## src/rtl/bin2bcd_if.sv

```systemverilog
// Handshake and result bundle for the sequential binary-to-BCD converter.
interface bin2bcd_if;
   logic        start;
   logic [13:0] bin;
   logic        busy;
   logic        done;
   logic        ovf;
   logic [3:0]  d0;
   logic [3:0]  d1;
   logic [3:0]  d2;
   logic [3:0]  d3;

   modport master (
      output start, bin,
      input  busy, done, ovf, d0, d1, d2, d3
   );

   modport slave (
      input  start, bin,
      output busy, done, ovf, d0, d1, d2, d3
   );
endinterface

```

## src/rtl/bin2bcd_seq.sv

```systemverilog
// 14-bit binary to 4-digit BCD, one double-dabble step per clock,
// fixed 15-clock latency with saturation above 9999.
module bin2bcd_seq (
   input  logic      clk,
   input  logic      reset,
   bin2bcd_if.slave  io
);

   typedef enum logic [1:0] {IDLE, SHIFT, DONE} state_t;

   state_t      state_q, state_d;
   logic [13:0] sh_q, sh_d;
   logic [19:0] acc_q, acc_d;
   logic [19:0] acc_adj;
   logic [33:0] cat;
   logic [3:0]  cnt_q, cnt_d;
   logic        ovp_q, ovp_d;
   logic [15:0] dig_q, dig_d;
   logic        ovf_q, ovf_d;
   logic        done_q, done_d;

   // Five nibbles so a 14-bit input can never wrap the accumulator.
   always_comb begin
      acc_adj = acc_q;
      for (int i = 0; i < 5; i++) begin
         if (acc_q[4*i +: 4] >= 4'd5)
            acc_adj[4*i +: 4] = acc_q[4*i +: 4] + 4'd3;
      end
      cat = {acc_adj, sh_q} << 1;
   end

   always_comb begin
      state_d = state_q;
      sh_d    = sh_q;
      acc_d   = acc_q;
      cnt_d   = cnt_q;
      ovp_d   = ovp_q;
      dig_d   = dig_q;
      ovf_d   = ovf_q;
      done_d  = 1'b0;
      unique case (state_q)
         IDLE: begin
            if (io.start) begin
               sh_d    = io.bin;
               acc_d   = '0;
               cnt_d   = '0;
               ovp_d   = (io.bin > 14'd9999);
               state_d = SHIFT;
            end
         end
         SHIFT: begin
            acc_d = cat[33:14];
            sh_d  = cat[13:0];
            cnt_d = cnt_q + 4'd1;
            if (cnt_q == 4'd13)
               state_d = DONE;
         end
         DONE: begin
            dig_d   = ovp_q ? 16'h9999 : acc_q[15:0];
            ovf_d   = ovp_q;
            done_d  = 1'b1;
            state_d = IDLE;
         end
         default: state_d = IDLE;
      endcase
   end

   always_ff @(posedge clk or posedge reset) begin
      if (reset) begin
         state_q <= IDLE;
         sh_q    <= '0;
         acc_q   <= '0;
         cnt_q   <= '0;
         ovp_q   <= 1'b0;
         dig_q   <= '0;
         ovf_q   <= 1'b0;
         done_q  <= 1'b0;
      end else begin
         state_q <= state_d;
         sh_q    <= sh_d;
         acc_q   <= acc_d;
         cnt_q   <= cnt_d;
         ovp_q   <= ovp_d;
         dig_q   <= dig_d;
         ovf_q   <= ovf_d;
         done_q  <= done_d;
      end
   end

   // The done cycle is still reported busy; the FSM itself is already idle.
   assign io.busy = (state_q != IDLE) | done_q;
   assign io.done = done_q;
   assign io.ovf  = ovf_q;
   assign io.d0   = dig_q[3:0];
   assign io.d1   = dig_q[7:4];
   assign io.d2   = dig_q[11:8];
   assign io.d3   = dig_q[15:12];

endmodule

```

## src/flat_wrapper.sv

```systemverilog
// flat-port wrapper written by rule: the top's interface ports become plain ports
module bin2bcd_seq_flat 
  (clk, reset, io_start, io_bin, io_busy, io_done, io_ovf, io_d0, io_d1, io_d2, io_d3);
  bin2bcd_if io_i ();
  input  logic clk;
  input  logic reset;
  input wire logic [$bits(io_i.start)-1:0] io_start;
  input wire logic [$bits(io_i.bin)-1:0] io_bin;
  output wire logic [$bits(io_i.busy)-1:0] io_busy;
  output wire logic [$bits(io_i.done)-1:0] io_done;
  output wire logic [$bits(io_i.ovf)-1:0] io_ovf;
  output wire logic [$bits(io_i.d0)-1:0] io_d0;
  output wire logic [$bits(io_i.d1)-1:0] io_d1;
  output wire logic [$bits(io_i.d2)-1:0] io_d2;
  output wire logic [$bits(io_i.d3)-1:0] io_d3;
  assign io_i.start = io_start;
  assign io_i.bin = io_bin;
  assign io_busy = io_i.busy;
  assign io_done = io_i.done;
  assign io_ovf = io_i.ovf;
  assign io_d0 = io_i.d0;
  assign io_d1 = io_i.d1;
  assign io_d2 = io_i.d2;
  assign io_d3 = io_i.d3;
  bin2bcd_seq u_core (.clk(clk), .reset(reset), .io(io_i));
endmodule
```

## config.mk

```make
export PLATFORM = sky130hd
export DESIGN_NAME = bin2bcd_seq_flat
export DESIGN_NICKNAME = d
export VERILOG_FILES = /design/src/rtl/bin2bcd_if.sv /design/src/rtl/bin2bcd_seq.sv /design/src/flat_wrapper.sv
export SDC_FILE = /design/constraint.sdc
export NUM_CORES = 1
export LEC_CHECK = 0
export BUFFER_PORTS_ARGS = -buffer_cell sky130_fd_sc_hd__buf_2
export CAP_MARGIN = 20
export CORE_MARGIN = 2
export CORE_UTILIZATION = 49
export CTS_CLUSTER_DIAMETER = 40
export DETAILED_ROUTE_END_ITERATION = 6
export PLACE_DENSITY = 0.7
export SYNTH_ARGS = -nofsm -noshare
export SYNTH_HDL_FRONTEND = slang
export SYNTH_SLANG_ARGS = --single-unit
```

## constraint.sdc

```tcl
create_clock -name clk -period 2.1 [get_ports clk]
set_input_delay 0 -clock clk [delete_from_list [all_inputs] [get_ports clk]]
set_output_delay 0 -clock clk [all_outputs]
set_load 0.02 [all_outputs]
```

==> impl_metrics.json <==
{
  "run_status": "complete, no violations",
  "seq_area_um2": 1380,
  "arrival_ps": 1860,
  "port-buffer-count": 35,
  "numCtsBuffers": 5,
  "critical_path_class": "reg2reg",
  "rsz0062_at_grt": "no",
  "fin_skew_ps": 3.60,
  "ir_worst_vdd_mv": 0.698,
  "synth_edf_count": 0,
  "crit_path_start_kind": "flip-flop",
  "whs_ps": 86.8,
  "end_kind": "flip-flop",
  "htree_levels": 2,
  "setup_viol": 0,
  "viasPerCell": 5.21,
  "yosysWarnings": 0,
  "crit_fanout": 5,
  "dr_wl_met3_um": 172,
  "crit_path_start": "u_core.acc_q[8]",
  "synth.most_common_cell": "dfrtp_1",
  "antenna_found_initial": 0,
  "power_density_nw_per_um2": 1480,
  "grt_pass1_vias": 2020,
  "met2_length_um": 2280,
  "cts_tree": "yes",
  "dr.pass1.iters": 6,
  "seq_area_frac_synth": 0.532,
  "grt_max_degree": 36,
  "gp_congestion": 0.824,
  "cpPeakStageDelay_ps": 440,
  "final_cell_area_um2": 3060,
  "tightest_slew_ps": 556,
  "syn_inst": 264,
  "met1_length_um": 2390,
  "syn_to_final_growth_pct": 18.4,
  "yosys-top-cells-count": "55 x dfrtp_1, 34 x nor2_1, 31 x o21ai_0",
  "die_area_um2": 5880,
  "synth-seq-cells": 55,
  "synth_flop_cell": "dfrtp_1",
  "cpMaxStageDelayCell": "dfrtp_1",
  "netlist_top_cells_area": "dfrtp_1 53%, o21ai_0 6.0%, nor2_1 4.9%",
  "post_cts_resized": 0,
  "r2r_start": "u_core.acc_q[8]",
  "grt_pass1_wl_um": 8970,
  "hpwl_um": 3270,
  "fill_cells": 454,
  "maxCapViolCount": 0,
  "route.top_layer_used": "met4",
  "clock.fmax_ghz": 0.612,
  "synth_fp_nets": 291,
  "placed_cell_area_um2": 2810,
  "period_minus_slack_ps": 1630,
  "n_antenna_cell": 0,
  "multi_input_area_um2": 1060,
  "wl_um": 4890,
  "cts_buffer_depth": 2,
  "min_period_over_period": 0.778,
  "drv_slew": 0,
  "syn_area_um2": 2590,
  "hold_viol": 0,
  "finalSetupTns_ps": 0,
  "groute.usage.overall": 0.189,
  "cp.required_ps": 2330,
  "hold_path_startpoint": "io_start",
  "hold_class": "in2reg",
  "yosysTopAreaCellShare": 0.532,
  "die_height_um": 76.7,
  "antenna_left": 0,
  "clock_sinks": 55,
  "cts-root-buf": "clkbuf_8",
  "rows": 26,
  "grt-ovfl-total": 0,
  "num-nets-final": 340,
  "ios": 36,
  "final_cell_count_no_fill": 384,
  "post_cts.repair.setup_buffers": 0,
  "path_clk_slew_ps": 90,
  "drc_errors": 0,
  "synth_top_cell_by_area": "dfrtp_1",
  "path_cells": "inv_1 > ha_1 > nand2b_1 > a21oi_1 > mux2_2 > o21ai_0",
  "layout-drive-gt1-share": 0.182,
  "clk_latency_ps": 300,
  "via_count": 2001,
  "relSlewSlack": 0.628,
  "drt_first_iter_violations": 98,
  "wire_per_inst_um": 12.7,
  "place_inst": 361,
  "cts_hold_buf": 15,
  "start_util": 0.507,
  "fp.dieW_um": 76.7,
  "core_um2": 5110,
  "leakage_nw": 1.44,
  "ys_types": 31,
  "avgSynthCellArea_um2": 9.80,
  "async_reset_ff_frac": 1.00
}
state kept, by name, indices dropped and copies added, names as in the netlist:
register / flops
u_core.io.ovf: 1
u_core.state_q: 2
u_core.acc_q: 16
u_core.io.done: 1
u_core.cnt_q: 4
u_core.dig_q: 16
u_core.ovp_q: 1
u_core.sh_q: 14
per-layer routing:
layer / GRT usage / up-vias
met2: 0.317 / 28
met5: 0 / -
met3: 0.0494 / 5
li1: - / 1011
met4: 0.0527 / 0
met1: 0.243 / 957
placed cells by master (no fill, tap or decap), types with 4 or more instances in the layout:
cell	count
a32o_1	4
o22ai_1	12
a21oi_1	7
nand2b_1	9
buf_2	35
mux2_2	4
buf_4	9
xnor2_1	4
ha_1	10
nand2_1	23
dfrtp_1	55
clkbuf_8	7
dlygate4sd3_1	15
nand3_1	18
o21ai_0	31
nor2_1	34
nor3b_1	4
o31ai_1	8
inv_1	11
worst max-delay path, delay by kind of cell, from the launching register on:
family	cells	cell delay [ps]
flops	1	440
compound gates	2	380
mux	1	360
fa+ha+maj	1	200
buf+inv	1	110
simple gates	1	80
cell type report:
type	instances	share of cell area
Tap cell	70	0.0286
Multi-Input combinational cell	180	0.346
Clock buffer	8	0.0327
Timing Repair Buffer	59	0.128
Inverter	12	0.0147
Sequential cell	55	0.449
where the power goes:
group          leakage, nW  total (mW)  switching, mW  internal (mW)
clock network       0.0515       0.623          0.322          0.301
logic                0.713        2.01           1.15          0.862
registers            0.674        1.90          0.363           1.53
total                 1.44        4.53           1.83           2.70
kinds of logic after synthesis:
group                      Yosys count  share of synthesized area
DFF                                 55                      0.532
and+or+nand+nor                     97                      0.179
AOI/OAI and AO/OA                   65                      0.151
xor gates and xnor gates             4                     0.0135
muxes                                4                     0.0174
buffers and inverters               29                     0.0580
adders and majority gates           10                     0.0484
per-stage QoR:
step           total power, mW  worst slack, ps   util
6_report                  4.53              466  0.600
5_1_grt                   4.99              298  0.600
4_1_cts                   4.59              453  0.600
3_5_place_dp              3.94              473  0.551
3_3_place_gp              3.88              516  0.551
2_1_floorplan             3.47              619      -
worst paths after layout:
path | endpoint | slack [ps] | cells past startpoint
worst min-delay path | u_core.sh_q[0] | 90 | 4
worst min register to register | u_core.dig_q[13] | 480 | 2
worst max register to register | u_core.acc_q[10] | 470 | 6
worst max-delay path | u_core.acc_q[10] | 470 | 6
max in group asynchronous | u_core.dig_q[1] | 1200 | 4
min in group asynchronous | u_core.sh_q[3] | 290 | 3
Power figures use the tool's default switching activity.
